`src/rtl/uart_bus_bridge.sv`:
```
// uart_bus_bridge: parses UART command frames into single 32-bit bus reads/writes and returns response bytes.
module uart_bus_bridge #(
   parameter int unsigned FrameTimeout = 100000,
   parameter int unsigned BusTimeout   = 1024
) (
   input  logic        clk,
   input  logic        reset,
   input  logic [7:0]  rxByte,
   input  logic        rxValid,
   output logic [7:0]  txByte,
   output logic        txValid,
   input  logic        txReady,
   output logic [31:0] addr,
   output logic [31:0] wdata,
   output logic [3:0]  strobe,
   output logic        wen,
   output logic        ren,
   input  logic [31:0] rdata,
   input  logic        request_stall,
   input  logic        error,
   output logic        busy,
   output logic [7:0]  dropCount
);
   typedef enum logic [2:0] {IDLE, ADDR, WDATA, BUS_REQ, BUS_DATA, RESP_HDR, RESP_DATA} state_t;
   localparam logic [7:0] ACK = 8'h06, NAK = 8'h15;
   state_t state;
   logic wr, err;
   logic [1:0] cnt;
   logic [31:0] icnt, scnt, rbuf;
   always_ff @(posedge clk) begin
      if (reset) begin
         state <= IDLE;
         wr <= 1'b0;
         err <= 1'b0;
         cnt <= 2'd0;
         icnt <= 32'd0;
         scnt <= 32'd0;
         rbuf <= 32'd0;
         txByte <= 8'd0;
         txValid <= 1'b0;
         addr <= 32'd0;
         wdata <= 32'd0;
         strobe <= 4'd0;
         wen <= 1'b0;
         ren <= 1'b0;
         busy <= 1'b0;
         dropCount <= 8'd0;
      end else begin
         if (rxValid && !(state inside {IDLE, ADDR, WDATA}) && dropCount != 8'hff)
            dropCount <= dropCount + 8'd1;
         case (state)
            IDLE: if (rxValid) begin
               busy <= 1'b1;
               cnt <= 2'd0;
               icnt <= 32'd0;
               if (rxByte == 8'h52 || rxByte == 8'h57) begin
                  wr <= rxByte == 8'h57;
                  err <= 1'b0;
                  state <= ADDR;
               end else begin
                  err <= 1'b1;
                  txByte <= NAK;
                  txValid <= 1'b1;
                  state <= RESP_HDR;
               end
            end
            ADDR, WDATA: if (rxValid) begin
               icnt <= 32'd0;
               cnt <= cnt + 2'd1;
               if (state == ADDR) addr <= {addr[23:0], rxByte};
               else wdata <= {wdata[23:0], rxByte};
               if (cnt == 2'd3) begin
                  if (state == ADDR && wr) state <= WDATA;
                  else begin
                     state <= BUS_REQ;
                     wen <= wr;
                     ren <= !wr;
                     strobe <= 4'hf;
                     scnt <= 32'd0;
                  end
               end
            end else if (icnt == FrameTimeout - 1) begin
               state <= IDLE;
               busy <= 1'b0;
            end else icnt <= icnt + 32'd1;
            BUS_REQ: if (!request_stall) begin
               err <= error;
               wen <= 1'b0;
               ren <= 1'b0;
               strobe <= 4'd0;
               state <= BUS_DATA;
            end else if (scnt == BusTimeout - 1) begin
               err <= 1'b1;
               wen <= 1'b0;
               ren <= 1'b0;
               strobe <= 4'd0;
               txByte <= NAK;
               txValid <= 1'b1;
               state <= RESP_HDR;
            end else scnt <= scnt + 32'd1;
            BUS_DATA: begin
               rbuf <= rdata;
               err <= err || error;
               txByte <= (err || error) ? NAK : ACK;
               txValid <= 1'b1;
               state <= RESP_HDR;
            end
            RESP_HDR: if (txReady) begin
               cnt <= 2'd0;
               if (!wr && !err) begin
                  txByte <= rbuf[31:24];
                  rbuf <= {rbuf[23:0], 8'h00};
                  state <= RESP_DATA;
               end else begin
                  txValid <= 1'b0;
                  busy <= 1'b0;
                  state <= IDLE;
               end
            end
            RESP_DATA: if (txReady) begin
               cnt <= cnt + 2'd1;
               txByte <= rbuf[31:24];
               rbuf <= {rbuf[23:0], 8'h00};
               if (cnt == 2'd3) begin
                  txValid <= 1'b0;
                  busy <= 1'b0;
                  state <= IDLE;
               end
            end
            default: state <= IDLE;
         endcase
      end
   end
endmodule

```
`config.mk`:
```
export PLATFORM = sky130hd
export DESIGN_NAME = uart_bus_bridge
export DESIGN_NICKNAME = d
export VERILOG_FILES = /design/src/rtl/uart_bus_bridge.sv
export SDC_FILE = /design/constraint.sdc
export NUM_CORES = 1
export LEC_CHECK = 0
export ABC_AREA = 1
export BUFFER_PORTS_ARGS = -buffer_cell sky130_fd_sc_hd__buf_2
export CAP_MARGIN = 20
export CORE_MARGIN = 4
export CORE_UTILIZATION = 40
export DETAILED_ROUTE_END_ITERATION = 8
export PLACE_DENSITY_LB_ADDON = 0.2
export SETUP_SLACK_MARGIN = 0.2
export SYNTH_ARGS = -nofsm -noshare
export SYNTH_HDL_FRONTEND = slang
export SYNTH_SLANG_ARGS = --single-unit
export TNS_END_PERCENT = 30
```
`constraint.sdc`:
```
create_clock -name clk -period 2.9 [get_ports clk]
set_input_delay 0.58 -clock clk [delete_from_list [all_inputs] [get_ports clk]]
set_output_delay 0.58 -clock clk [all_outputs]
set_load 0.05 [all_outputs]
```
# == Word level (Yosys, flattened, before mapping) ==
# Cells that the tools add are included.
# classes
n_eq_ne,31
div_mod_pow,0
n_reduce_logical,31
order_cmp,0
shift,0
n_bitwise,1
mul,0
mux,74
addsub,4
# ops
operator,count
$mux 32,11
$pmux 32 s2,2
$pmux 32 s3,1
$add 32x1->32 const B,2
$mux 8,7
$pmux 8 s5,1
$mux 3,11
$eq 32x10->1 const B,1
$eq 32x17->1 const B,1
$ne 2x2->1 const B,15
$mux 1,23
$mux 4,5
$pmux 3 s6,1
$eq 8x7->1 const B,2
$reduce_and 8->1,2
$reduce_and 3->1,5
$ne 3x3->1 const B,4
$reduce_and 5->1,2
$eq 3x3->1 const B,3
$reduce_and 9->1,1
$reduce_bool 3->1,3
$add 8x1->8 const B,1
$mux 2,4
$ne 8x8->1 const B,1
23 further kinds,32
# word_totals
wordCells,157
ramBits,0
out_inout_bits,88
latchBits,0
ff_bits,191
romBits,0
in_bits,46
mem_count,0

# == Longest topological paths before layout ==
# depth
ltp_word,6
depth_mapped,13
depth_no_buf,12

# == Worst setup path before layout ==
# OpenSTA, ideal clock, no wires.
# synth_timing
path_kind,register to register
from,register dropCount[0]
to,register dropCount[2]
path_buffers,0
slack_ns,0.895
setup_ns,0.064
arrival_ns,1.941
stages_incl_launch_ff,10
required_ns,2.836
period_less_slack_ns,2.005
path_cell_list,dfxtp_1 ha_1 inv_1 nor4_1 nand2_1 nand2_1 inv_1 nand3_1 nand2_1 nor2_1
# synth_via
elab_chain_cells,2
elab_cells_between_ends,3
classes_between,1 x add/sub; 1 x eq/ne; 1 x reduce/logical
# synth_lines
element,line,source
start: declaration,22,output logic [7:0] dropCount
start signal: assignment,50,dropCount <= dropCount + 8'd1;
branches (longest 2 deep; another with $add 8x1->8),-,
# Several ways; the timed one is not identified.
# A chain may end at the register's enable or synchronous reset.

# == Final worst setup path ==
# layout_timing
from,register state[2]
to,register scnt[24]
# layout_via
elab_chain_cells,4
elab_cells_between_ends,13
classes_between,8 x eq/ne; 1 x mux; 4 x reduce/logical
# layout_lines
element,line,source
start: declaration,26,state_t state;
start signal: assignment,32,state <= IDLE;
start signal: assignment,59,state <= ADDR;
start signal: assignment,64,state <= RESP_HDR;
$eq 3x2->1 / $eq 3x1->1 (equally long branches),"51, 73",
$reduce_or 2->1 / $logic_and 1x1->1 (equally long branches),"51, 73",
$ne 2x2->1 (no source line) / $reduce_bool 2->1 (equally long branches),-,
$reduce_and 6->1 (no source line),-,
end signal: assignment,100,end else scnt <= scnt + 32'd1;
end: declaration,29,"logic [31:0] icnt, scnt, rbuf;"
# Several ways; a longest one is shown, not always the timed one.

==> summary.md <==
| Metric | Value |
|---|---|
| Placed instance area | 0.0103 mm^2 |
| Maxcap violations | 0 |
| Clock slew at reported path FFs | 0.08 ns |
| Internal power | 5.01 mW |
| Worst slew pin tran | 0.644 ns |
| Die Footprint | 0.0261 mm^2 |
| CP Capture Type | flop |
| Unrepaired setup endpoints after global routing | no |
| EDFF count, synth | 0 |
| Final setup TNS | 0 ns |
| Final HPWL DP | 18,500 um |
| Met3 Wirelength | 1030 um |
| Die Y-Extent | 161 um |
| GRT Residual Overflow | 0 |
| Sw Pwr | 3.91 mW |
| Nets | 1,623 |
| Yosys top cell by area | dfxtp_1 |
| Startpoint of the worst-slack reg-to-reg timing path | state[2]$_SDFFE_PP0P_ |
| Synth Net Count | 1,513 |
| Vias per Instance | 4.93 |
| Final ANT Viol Nets | 0 |
| Clock latency on the worst-skew pair | 0.45 ns |
| Final setup vio count | 0 |
| PnR worst setup slack | 0.510 ns |
| Pwr Density | 813 mW/mm^2 |
| Post-CTS Setup Inserts | 0 |
| Hold WS | 0.396 ns |
| Synth top area share | 39.9% |
| Startpoint of the worst hold path | rdata[22] |
| Iteration-0 DRC Markers | 712 |
| Fmax | 0.418 GHz |
| Area occupied by multi-input gates | 0.00487 mm^2 |
| R2r setup slk | 0.51 ns |
| R2R depth | 9 |
| Outcome | finished, final reports clean |
| Arr. time, crit path | 2.73 ns |
| Flop pwr share | 36.9% |
| Most used flip-flop cell after synthesis | dfxtp_1 |
| Drt drc | 0 |
| Initial antenna violation count | 1 |
| Max FO, Critical Path | 19 |
| Clock network fraction of total power | 27.5% |
| Effective utilization at floorplan | 41.1% |
| Post-Syn Area per Cell | 6.44 um^2 |
| Final period utilization | 82.4% |
| Sw Share | 43.8% |
| Register Area | 0.00376 mm^2 |
| Cell Area, Synth | 0.00942 mm^2 |
| Clock sink total | 188 |
| Largest cells by area after synthesis | dfxtp_1 (40%), nand2_1 (16%), nor2_1 (11%) |
| Core area | 0.0229 mm^2 |
| CP Class | flop to flop |
| Crit path launch type | flop |
| I/O pins | 134 |
| Fin area | 0.0110 mm^2 |
| Design Power | 8.92 mW |
| H-tree Lvls | 4 |
| Largest net degree at the start of global routing | 61 |
| Most frequent cells in the layout | nand2_1 (394), nor2_1 (280), dfxtp_1 (188) |
| Comb pwr share | 35.6% |
| Layout cell share with drive strength beyond 1 | 13.3% |
| Detailed-route via count | 9,356 |
| Most common cell after layout, fill and taps aside | nand2_1 |
| Pre-CTS setup slack | 0.456 ns |
| Synth Instances | 1,463 |
| Max layer used | met5 |
| Hold Vio Cnt, Final | 0 |
| Register area share after synthesis | 39.9% |
| ANT cells | 0 |
| Detailed Route WL | 25,600 um |
| Hold Buf Count CTS | 0 |
| 1st-pass router iterations | 6 |
| Vias in the first global route | 8,547 |
| Clk buf depth | 2 |
| Max IR drop VDD | 0.533 mV |
| Root Buffer Master | clkbuf_16 |
| Wire per inst | 13.5 um |
| Die Wd | 161 um |
| Input/output buffers | 133 |
| Req. time, crit path | 3.24 ns |
| Final-report max-slew violation count | 0 |
| Library cells used by synthesis | 35 |
| Ys async rst share | 0% |
| Yosys warning total | 0 |
| Fin crit period | 2.39 ns |
| HP Class | input pin to flop |
| Final Skew | 0.0157 ns |
| Layout area overhead | 16.4% |
| Placer Congestion | 0.915 |
| Row Count | 55 |
| TritonCTS clock tree | done |
| Tot GR Track Use | 19.3% |
| Detail Route met2 WL | 12,000 um |
| Worst hold stages | 3 |
| Slew HR | 56.7% |
| Yosys reg bits | 188 |
| FF-to-FF End | scnt[24]$_SDFFE_PP0P_ |
| First-pass GRT wire length | 42,300 um |
| Leak pwr | 4.58 nW |
| Met1 WL | 12,100 um |
| Fill cells | 2,371 |
| CTS Buf Count | 17 |
| Hold Crit Endpoint | rbuf[22]$_SDFFE_PP0P_ |
## worst max-delay path by stage
stage                                          from                         to  slack (ns)  depth (start not counted)
after floorplan           dropCount[0]$_SDFFE_PP0P_  dropCount[2]$_SDFFE_PP0P_        0.90                          9
after global placement        state[2]$_SDFFE_PP0P_      rbuf[23]$_SDFFE_PP0P_        0.45                          6
after detailed placement      state[2]$_SDFFE_PP0P_      rbuf[23]$_SDFFE_PP0P_        0.46                          6
after CTS                     state[2]$_SDFFE_PP0P_      rbuf[23]$_SDFFE_PP0P_        0.44                          6
after global routing          state[2]$_SDFFE_PP0P_      scnt[24]$_SDFFE_PP0P_        0.20                          9
final                         state[2]$_SDFFE_PP0P_      scnt[24]$_SDFFE_PP0P_        0.51                          9
## flip-flops by register name (all words and copies together) (netlist names), 2 cells and up
register	count
addr	32
cnt	2
dropCount	8
icnt	32
rbuf	32
scnt	32
state	3
txByte	8
wdata	32
## worst max-delay path, stage by stage (launching register included)
cell     delay [ns]
dfxtp_1        0.59
inv_1          0.25
nand3_1        0.16
nand3_1        0.10
inv_2          0.30
nand3_4        0.29
nand2_2        0.33
inv_1          0.14
nand2_1        0.08
nand2_1        0.05
## what timing repair did
item	4_1_cts	5_1_grt
gates resized for setup	0	2
endpoints found under the setup margin	0	16
hold endpoints to repair	0	0
## stage by stage
step           utilization (%)  instances
2_1_floorplan                -       1463
3_3_place_gp              45.1       1866
3_5_place_dp              45.1       1867
4_1_cts                   47.9       1899
5_1_grt                   47.9       1899
6_report                  47.9       1899
## routing by layer
| layer | global-route usage [%] | up-vias |
|---|---|---|
| met5 | 0 | - |
| met4 | 5.43 | 2 |
| met3 | 3.57 | 26 |
| met2 | 32.3 | 191 |
| met1 | 25.6 | 4179 |
| li1 | - | 4958 |
## area by class of cell
cell class / count / area share [%]
inverters: 137 / 4.71
clock inverters: 15 / 1.88
repair buffers: 148 / 7.21
clock buffers: 17 / 3.88
flip-flops and latches: 188 / 34.3
multi-input cells: 1081 / 44.4
well taps: 313 / 3.57
## cell usage after synthesis, types with 2 or more instances
library cell and n:
nand3b_1 2, o21ai_1 32, a31oi_1 24, nor2_2 5
inv_1 123, nand2_2 7, nor2_1 280, xnor2_1 5
buf_2 6, clkbuf_1 39, nor2_4 3, o31ai_1 3
ha_1 4, nand3_2 2, nand3_1 66, clkinv_1 5
buf_6 2, nand3_4 2, nor3_1 20, buf_4 9
nand4_1 56, dfxtp_1 188, inv_2 9, xor2_1 12
nor3b_1 2, o21bai_1 5, o21ai_0 84, a21oi_1 68
nand2_1 394
## power by group through the flow
stage / Clock [mW] / Sequential (mW) / Combinational, mW
2_1_floorplan: 0 / 4.01 / 1.83
3_3_place_gp: 0 / 3.35 / 3.17
3_5_place_dp: 0 / 3.35 / 3.19
4_1_cts: 2.52 / 3.29 / 3.20
5_1_grt: 2.61 / 3.35 / 3.52
6_report: 2.45 / 3.29 / 3.17
## cells by family (layout without fill, tap and decap cells)
logic type      Yosys count  count (layout)  synth area share [%]
fa+ha+maj                 4               4                 0.531
buf+inv                 194             317                  8.33
simple gates            841             841                  37.4
xor+xnor                 17              17                  1.58
flops                   188             188                  39.9
compound gates          219             219                  12.2
(Power assumes the default switching activity.)
